$ cat config.mk
export PLATFORM = sky130hd
export DESIGN_NAME = alu_result_tx_feeder
export DESIGN_NICKNAME = d
export VERILOG_FILES = /design/src/rtl/alu_result_tx_feeder_pkg.sv /design/src/rtl/alu_result_tx_feeder_byte_unpacker.sv /design/src/rtl/alu_result_tx_feeder.sv
export SDC_FILE = /design/constraint.sdc
export NUM_CORES = 1
export LEC_CHECK = 0
export ABC_AREA = 1
export CORE_MARGIN = 2
export CORE_UTILIZATION = 40
export DETAILED_ROUTE_END_ITERATION = 10
export HOLD_SLACK_MARGIN = 0.08
export PLACE_DENSITY = 0.69
export SLEW_MARGIN = 20
export SYNTH_ARGS = -nofsm -noshare
export SYNTH_HDL_FRONTEND = slang
export SYNTH_SLANG_ARGS = --single-unit
$ cat constraint.sdc
create_clock -name CLK -period 3.4 [get_ports CLK]
set_clock_uncertainty 0.2 [all_clocks]
set_input_delay 0.68 -clock CLK [delete_from_list [all_inputs] [get_ports CLK]]
set_output_delay 0.68 -clock CLK [all_outputs]
set_load 0.01 [all_outputs]
$ cat src/rtl/alu_result_tx_feeder_pkg.sv
// rtl/alu_result_tx_feeder_pkg.sv - shared widths and feeder state encodings
package alu_result_tx_feeder_pkg;

    localparam int OPERAND_WIDTH      = 16;
    localparam int DEF_RESULT_WIDTH   = 16;
    localparam int DEF_BYTE_WIDTH     = 8;

    typedef enum logic [1:0] {
        FEED_IDLE  = 2'b00,
        FEED_REQ   = 2'b01,
        FEED_DRAIN = 2'b10
    } feed_state_e;

endpackage

$ cat src/rtl/alu_result_tx_feeder_byte_unpacker.sv
// rtl/alu_result_tx_feeder_byte_unpacker.sv - holding buffer, byte shifter and byte counter
module alu_result_tx_feeder_byte_unpacker
    import alu_result_tx_feeder_pkg::*;
#(
    parameter int RESULT_WIDTH = DEF_RESULT_WIDTH,
    parameter int BYTE_WIDTH   = DEF_BYTE_WIDTH
) (
    input  logic                    clk,
    input  logic                    resetn,
    input  logic                    load,
    input  logic                    shift,
    input  logic                    clear,
    input  logic [RESULT_WIDTH-1:0] load_data,
    output logic [BYTE_WIDTH-1:0]   next_byte,
    output logic                    last_byte
);

    localparam int NUM_BYTES = RESULT_WIDTH / BYTE_WIDTH;
    localparam int CNT_W     = (NUM_BYTES > 1) ? $clog2(NUM_BYTES) : 1;
    localparam logic [CNT_W-1:0] LAST_IDX = CNT_W'(NUM_BYTES - 1);

    logic [RESULT_WIDTH-1:0] hold_q, hold_d, hold_shifted;
    logic [CNT_W-1:0]        cnt_q, cnt_d;

    // The byte queued up next is the low byte of the buffer after one shift.
    assign hold_shifted = hold_q >> BYTE_WIDTH;
    assign next_byte    = hold_shifted[BYTE_WIDTH-1:0];
    assign last_byte    = (cnt_q == LAST_IDX);

    // Load restarts the count; shift advances one byte; clear only rewinds the counter.
    always_comb begin
        hold_d = hold_q;
        cnt_d  = cnt_q;
        if (load) begin
            hold_d = load_data;
            cnt_d  = '0;
        end else if (shift) begin
            hold_d = hold_shifted;
            cnt_d  = cnt_q + CNT_W'(1);
        end else if (clear) begin
            cnt_d  = '0;
        end
    end

    // Buffer and counter registers with synchronous reset.
    always_ff @(posedge clk) begin
        if (!resetn) begin
            hold_q <= '0;
            cnt_q  <= '0;
        end else begin
            hold_q <= hold_d;
            cnt_q  <= cnt_d;
        end
    end

endmodule

$ cat src/rtl/alu_result_tx_feeder.sv
// rtl/alu_result_tx_feeder.sv - feeds ALU results to UART_TX one byte at a time, LSB first
module alu_result_tx_feeder
    import alu_result_tx_feeder_pkg::*;
#(
    parameter int RESULT_WIDTH = DEF_RESULT_WIDTH,
    parameter int BYTE_WIDTH   = DEF_BYTE_WIDTH
) (
    input  logic                    CLK,
    input  logic                    RST,
    input  logic [RESULT_WIDTH-1:0] ALU_OUT,
    input  logic                    OUT_Valid,
    input  logic                    TX_Busy,
    output logic [BYTE_WIDTH-1:0]   TX_P_DATA,
    output logic                    TX_D_VLD,
    output logic                    Feeder_Busy,
    output logic                    Overrun,
    input  logic                    Clr_Overrun
);

    feed_state_e           state_q, state_d;
    logic [BYTE_WIDTH-1:0] tx_data_q, tx_data_d;
    logic                  tx_vld_q, tx_vld_d;
    logic                  busy_q, busy_d;
    logic                  overrun_q, overrun_d;

    logic                  load, shift, clear;
    logic [BYTE_WIDTH-1:0] next_byte;
    logic                  last_byte;

    alu_result_tx_feeder_byte_unpacker #(
        .RESULT_WIDTH (RESULT_WIDTH),
        .BYTE_WIDTH   (BYTE_WIDTH)
    ) u_unpacker (
        .clk       (CLK),
        .resetn    (RST),
        .load      (load),
        .shift     (shift),
        .clear     (clear),
        .load_data (ALU_OUT),
        .next_byte (next_byte),
        .last_byte (last_byte)
    );

    // Next-state and output decode; the first byte is taken straight from ALU_OUT
    // so the request appears one cycle after OUT_Valid.
    always_comb begin
        state_d   = state_q;
        tx_data_d = tx_data_q;
        tx_vld_d  = tx_vld_q;
        busy_d    = busy_q;
        overrun_d = overrun_q;
        load      = 1'b0;
        shift     = 1'b0;
        clear     = 1'b0;

        // Set is applied after clear so a same-cycle collision leaves the flag set.
        if (Clr_Overrun) begin
            overrun_d = 1'b0;
        end
        if (OUT_Valid && (state_q != FEED_IDLE)) begin
            overrun_d = 1'b1;
        end

        case (state_q)
            FEED_IDLE: begin
                if (OUT_Valid) begin
                    load      = 1'b1;
                    tx_data_d = ALU_OUT[BYTE_WIDTH-1:0];
                    tx_vld_d  = 1'b1;
                    busy_d    = 1'b1;
                    state_d   = FEED_REQ;
                end
            end
            FEED_REQ: begin
                // A busy already high on entry is taken as acceptance of this byte.
                if (TX_Busy) begin
                    tx_vld_d = 1'b0;
                    state_d  = FEED_DRAIN;
                end
            end
            FEED_DRAIN: begin
                if (!TX_Busy) begin
                    if (!last_byte) begin
                        shift     = 1'b1;
                        tx_data_d = next_byte;
                        tx_vld_d  = 1'b1;
                        state_d   = FEED_REQ;
                    end else begin
                        clear   = 1'b1;
                        busy_d  = 1'b0;
                        state_d = FEED_IDLE;
                    end
                end
            end
            default: begin
                clear    = 1'b1;
                tx_vld_d = 1'b0;
                busy_d   = 1'b0;
                state_d  = FEED_IDLE;
            end
        endcase
    end

    // State and registered outputs; reset aborts any transfer in progress.
    always_ff @(posedge CLK) begin
        if (!RST) begin
            state_q   <= FEED_IDLE;
            tx_data_q <= '0;
            tx_vld_q  <= 1'b0;
            busy_q    <= 1'b0;
            overrun_q <= 1'b0;
        end else begin
            state_q   <= state_d;
            tx_data_q <= tx_data_d;
            tx_vld_q  <= tx_vld_d;
            busy_q    <= busy_d;
            overrun_q <= overrun_d;
        end
    end

    assign TX_P_DATA   = tx_data_q;
    assign TX_D_VLD    = tx_vld_q;
    assign Feeder_Busy = busy_q;
    assign Overrun     = overrun_q;

endmodule
==> results of run 1 <==
power by group through the flow:
stage | Sequential (mW) | Combinational [mW] | Clock (mW)
4_1_cts | 0.292 | 0.138 | 0.204
6_report | 0.292 | 0.136 | 0.201
3_5_place_dp | 0.298 | 0.137 | 0
3_3_place_gp | 0.297 | 0.136 | 0
5_1_grt | 0.294 | 0.152 | 0.216
2_1_floorplan | 0.300 | 0.0812 | 0
cell families after synthesis:
group                  synth area share
buffers and inverters             0.116
and+or+nand+nor                   0.397
AOI/OAI and AO/OA                0.0827
DFF                               0.404
cell usage in the layout (no fill, tap or decap):
master,count
clkbuf_4,3
nor2_2,1
nor3_1,1
a21oi_2,2
inv_4,1
nand3_1,19
o21ai_0,1
o21ai_1,2
nand2_1,52
dfxtp_1,22
inv_1,14
nor2_8,2
nor2_4,1
clkdlybuf4s50_1,31
nor2_1,16
a211oi_1,1
nand3b_4,1
inv_2,3
a21oi_1,10
bufinv_16,1
metrics by stage:
stage / std cells / instance area, um2
after detailed placement: 210 / 1380
after global routing: 214 / 1430
after global placement: 210 / 1380
after CTS: 214 / 1430
after floorplan: 156 / 1090
final: 214 / 1430
metal layers:
layer | wire, um | part of all wire | vias up
li1 | - | - | 542
met1 | 1120 | 0.50 | 428
met2 | 975 | 0.44 | 27
met3 | 127 | 0.057 | 2
met4 | 13 | 0.0058 | 0
met5 | 0 | 0 | -
state kept, by name, summed over array words and instances (netlist names):
signal and flops:
TX_P_DATA 8, u_unpacker.hold_q 8, TX_D_VLD 1, state_q 2, Overrun 1, Feeder_Busy 1, u_unpacker.last_byte 1
synthesized netlist by cell type (2+ instances only):
cell     count  area, um2
nand2_1     52        195
a21oi_1     10       50.1
nand3_1     19       95.1
o21ai_1      2       10.0
buf_6        2       22.5
inv_2        3       11.3
inv_1       14       52.6
nor2_1      16       60.1
nor2_8       2       40.0
dfxtp_1     22        440
buf_2        3       15.0
a21oi_2      2       17.5
cell type report:
type | count | area [um2]
clock inverter | 1 | 30.0
fill | 242 | 1090
sequential | 22 | 440
timing repair buffer | 31 | 310
clock buffer | 3 | 22.5
multi-input combinational | 109 | 523
tap | 30 | 37.5
inverter | 18 | 70.1
path summary, 6_finish.rpt:
kind | start | to | cells after the start
hold reg to reg | Overrun | Overrun | 2
hold / removal | Overrun | Overrun | 2
setup / recovery | TX_P_DATA[2] | TX_P_DATA[2] | 1
setup reg to reg | state_q[1] | TX_P_DATA[7] | 7
==> key figures, run 1 <==
Floorplanning
  – Initial Utilization: 0.432
  – FP Rows: 18
  – Width of the die: around 56 um
  – Die Ht: ~56 um
  – Io pins: 32
  – CORE AREA: 2520 um2
  – Die area: 3160 um2

Global route
  – Largest net degree at the start of global routing: 19
  – Vias in the first global route: 886
  – Most used routing layer: met2
  – GR Overflow Total: 0
  – GRT met1 Usage: 0.199
  – Initial antenna violation count: 0
  – Overall global routing resource usage: 0.150
  – Met2 Use GR: 0.232
  – Met3 usage: 0.0419
  – Global-route wire length before repair: 3.80 mm

Cells and area
  – Core occupancy in the finished layout: 0.568
  – Layout cells sized above 1: 0.0815
  – Ant diodes: 0
  – Final #Nets: approximately 210
  – Layout area overhead: 31.6%

STA
  – Setup WS post-layout: ~1.3 ns
  – Min Tclk post-route: approximately 2.1 ns
  – Fin Hold WS: 0.282 ns
  – Final hold viol count: 0
  – Max-slew violations: 0
  – Slew margin rel.: 0.650
  – Final setup violation count: 0
  – Total negative slack: 0 ns
  – Slew @ Worst Pin: around 0.52 ns
  – RSZ-0062 raised after global routing: false
  – FMAX: 479 MHz
  – Tcrit/Tclk final: 0.614

Critical path
  – Crit path buffers/inverters: 1
  – Data required, critical path: 2.52 ns
  – Largest stage delay, worst path: about 0.55 ns
  – CP max-delay cell: clkdlybuf4s50_1
  – CP top delay family: buffers and inverters
  – Critical Path End Type: output pin
  – Type of origin of the critical path: flop
  – CP cell instances: clkdlybuf4s50_1
  – Crit Path Category: reg -> out
  – CP arrival: between 1 and 1.5 ns
  – R2R setup slack: between 1.5 and 2 ns
  – Worst Path Max Fanout: 2

Synth
  – Sequential area share after synthesis: 0.404
  – Unique cell type count in the Yosys netlist: 21
  – Synthesized instance count: roughly 160
  – Post-synth EDFFs: 0
  – Post-Syn Nets: ~180
  – Yosys warning count: 0
  – Most used DFF post-synth: dfxtp_1
  – Syn avg cell area: 6.99 um2
  – #FFs+latches synth: 22
  – Async set or reset register ratio after synthesis: 0
  – Post-synthesis cell area: ~1100 um2

Placement
  – Port Buffers: 31
  – Gpl congestion: between 0.8 and 0.9
  – Hpwl dp: approximately 1.7 mm
  – Post-Place Setup Slack: approximately 1.2 ns

Clock tree
  – Skew-Pair Late Insertion Delay: 0.30 ns
  – CTS Buffer Depth: 2
  – CTS tree: yes
  – # resized after CTS: 0
  – # hold bufs at CTS: 0
  – H-tree depth: 1
  – Clock slew at reported path FFs: approximately 0.13 ns
  – Post-CTS Setup Inserts: 0
  – Sink Count: 22
  – CTS root buf: clkbuf_4
  – Clock buffer count from CTS: 3

Power and ir drop
  – Seq pwr share: 0.464
  – PD cells: around 440 nW/um2
  – VDD IR max: 0.330 mV
  – Combinational group share of total power: 0.217
  – Clk pwr share: 0.319
  – P_leak: ~0.66 nW
  – Sw power: around 0.16 mW
  – Power, Total: 0.629 mW
  – P_int: between 0.4 and 0.5 mW
  – Switch share: 0.260

Outcome
  – Status: finished, final reports clean

Run
  – Max Cap Viol: 0

Route
  – Initial DRT Pass Iterations: 4
  – Routed WL: approximately 2.2 mm
  – Via count: approximately 1,000
  – WL/cell: approximately 10 um
  – Iter 0 DRT Violations: 20
  – Vias per cell: 4.67
  – Residual DRC count: 0
  – Detail Route Antenna Nets: 0

Hold path
  – HP Class: reg -> reg
(Power assumes the default switching activity.)
==> inputs of run 2 (changes only) <==
PLACE_DENSITY = 0.72   (was 0.69)
clock period = 1.87 ns   (was 3.4 ns; I/O delays follow)
==> run 2 against run 1 <==
Cell count up 0.93%. Routed wire length up 6.5%. Power up 67%. Setup slack worse by 1.2 ns. Non-clock buffer count up 2. Flip-flop and latch count unchanged. Critical path depth unchanged. Critical endpoint is now TX_D_VLD. Largest cell class unchanged. Highest routed layer unchanged.
==> key figures, run 2 (same netlist as run 1, synthesis figures left out) <==
Outcome
  – Status: finished, final reports clean

Power and ir drop
  – VDD IR max: 0.534 mV
  – PD cells: approximately 730 nW/um2
  – Power, Total: 1.05 mW
  – P_leak: around 0.66 nW

STA
  – Final hold viol count: 0
  – Final setup violation count: 0
  – Slew margin rel.: 0.694
  – FMAX: roughly 560 MHz
  – Slew @ Worst Pin: approximately 0.46 ns
  – Max-slew violations: 0
  – Tcrit/Tclk final: 0.950
  – Min Tclk post-route: about 1.8 ns
  – RSZ-0062 raised after global routing: false
  – Total negative slack: 0 ns

Route
  – Detail Route Antenna Nets: 0
  – Via count: around 1,000
  – Iter 0 DRT Violations: 29
  – Vias per cell: between 4 and 5
  – Initial DRT Pass Iterations: 4
  – WL/cell: about 11 um
  – Routed WL: 2.39 mm
  – Residual DRC count: 0

Placement
  – Gpl congestion: between 0.7 and 0.8
  – Hpwl dp: ~1.8 mm
  – Port Buffers: 31

Clock tree
  – Post-CTS Setup Inserts: 0
  – CTS Buffer Depth: 2
  – Sink Count: 22
  – H-tree depth: 1
  – # hold bufs at CTS: 0
  – # resized after CTS: 0
  – Skew-Pair Late Insertion Delay: ~0.31 ns
  – Clock buffer count from CTS: 3
  – CTS tree: yes
  – CTS root buf: clkbuf_4
  – Clock slew at reported path FFs: 0.12 ns

Global route
  – Vias in the first global route: roughly 1,000
  – Overall global routing resource usage: 0.162
  – Global-route wire length before repair: 4.14 mm
  – GRT met1 Usage: 0.209
  – Met3 usage: 0.0349
  – GR Overflow Total: 0
  – Largest net degree at the start of global routing: 19
  – Initial antenna violation count: 0
  – Met2 Use GR: 0.257
  – Most used routing layer: met2

Critical path
  – Type of origin of the critical path: flop
  – Crit. Startpoint: TX_D_VLD
  – Worst Path Max Fanout: 2
  – Worst R2R End: state_q[0]
  – CP top delay family: buffers and inverters
  – Data required, critical path: 1.30 ns
  – CP arrival: ~1.2 ns
  – R2R setup slack: between 0.2 and 0.3 ns
  – Crit Path Category: reg -> out
  – Largest stage delay, worst path: between 0.5 and 0.6 ns
  – Reg-to-Reg Start: state_q[1]
  – CP max-delay cell: clkdlybuf4s50_1
  – Critical Path End Type: output pin
  – Crit path buffers/inverters: 1
  – Reg2reg path depth: 7
  – CP cell instances: clkdlybuf4s50_1

Cells and area
  – Fillcell total: 250
  – Ant diodes: 0
  – Layout area overhead: 31.5%
  – Most common cell after layout, fill and taps aside: nand2_1
  – Commonest non-fill, non-tap cells in the layout: nand2_1, clkdlybuf4s50_1, dfxtp_1
  – Layout cells sized above 1: 0.0914
  – Final #Nets: ~210

Floorplanning
  – FP Rows: 18
  – Initial Utilization: 0.432
  – Die Ht: approximately 56 um
  – Die area: roughly 3200 um2
  – CORE AREA: 2520 um2
  – Width of the die: ~56 um
  – Io pins: 32

Hold path
  – HP Class: reg -> reg
  – Hold Startpoint: Overrun
  – Hold Path Stages: 2
  – Hold path endpoint: Overrun

Run
  – Max Cap Viol: 0
run 2: changes by cell type in the layout (fill, tap and decap cells not counted), sizes merged:
cell / delta
buf: +2
clkbuf: +1
bufinv: -1
run 2: how the worst max path moves through the flow:
stage | slack (ns) | depth (start not counted) | endpoint
floorplan | 0.50 | 8 | u_unpacker.hold_q[10]
global placement | 0.09 | 7 | TX_P_DATA[4]
detailed placement | 0.04 | 7 | TX_P_DATA[0]
CTS | 0.07 | 1 | TX_D_VLD
global route | 0.04 | 1 | TX_P_DATA[0]
finish | 0.09 | 1 | TX_D_VLD
run 2: worst register-to-register path, cell delays in order (launching register included):
cell     delay (ns)
dfxtp_1        0.54
nor2_2         0.10
inv_2          0.11
nor2_8         0.07
nor2_8         0.25
nand2_1        0.12
nand2_1        0.07
inv_1          0.03
run 2: through the flow:
stage | utilization | hold WS [ns] | instances | area (um2) | worst slack (ns)
after floorplan | - | 0.260 | 156 | 1090 | 0.500
after global placement | 0.554 | 0.258 | 212 | 1400 | 0.0927
after detailed placement | 0.554 | 0.266 | 212 | 1400 | 0.0405
after CTS | 0.568 | 0.291 | 216 | 1430 | 0.0747
after global routing | 0.568 | 0.312 | 216 | 1430 | 0.0411
final | 0.568 | 0.288 | 216 | 1430 | 0.0933
run 2: final cells by class:
cell class | count | area (um2) | area share
Sequential cell | 22 | 440 | 0.307
Clock buffer | 4 | 36.3 | 0.0253
Tap cell | 30 | 37.5 | 0.0262
Inverter | 18 | 70.1 | 0.0489
Multi-Input combinational cell | 109 | 523 | 0.365
Timing Repair Buffer | 33 | 325 | 0.227
run 2: power by group:
group | total [mW] | internal (mW) | switching, mW
sequential | 0.529 | 0.506 | 0.0230
clock | 0.265 | 0.119 | 0.147
combinational | 0.255 | 0.126 | 0.129
total | 1.05 | 0.751 | 0.299
run 2: per-layer routing:
layer  wire length [um]  share of wire  vias up
met3                117          0.049        4
li1                   -              -      547
met4                 29          0.012        0
met1               1140           0.48      450
met2               1090           0.46       28
met5                  0              0        -
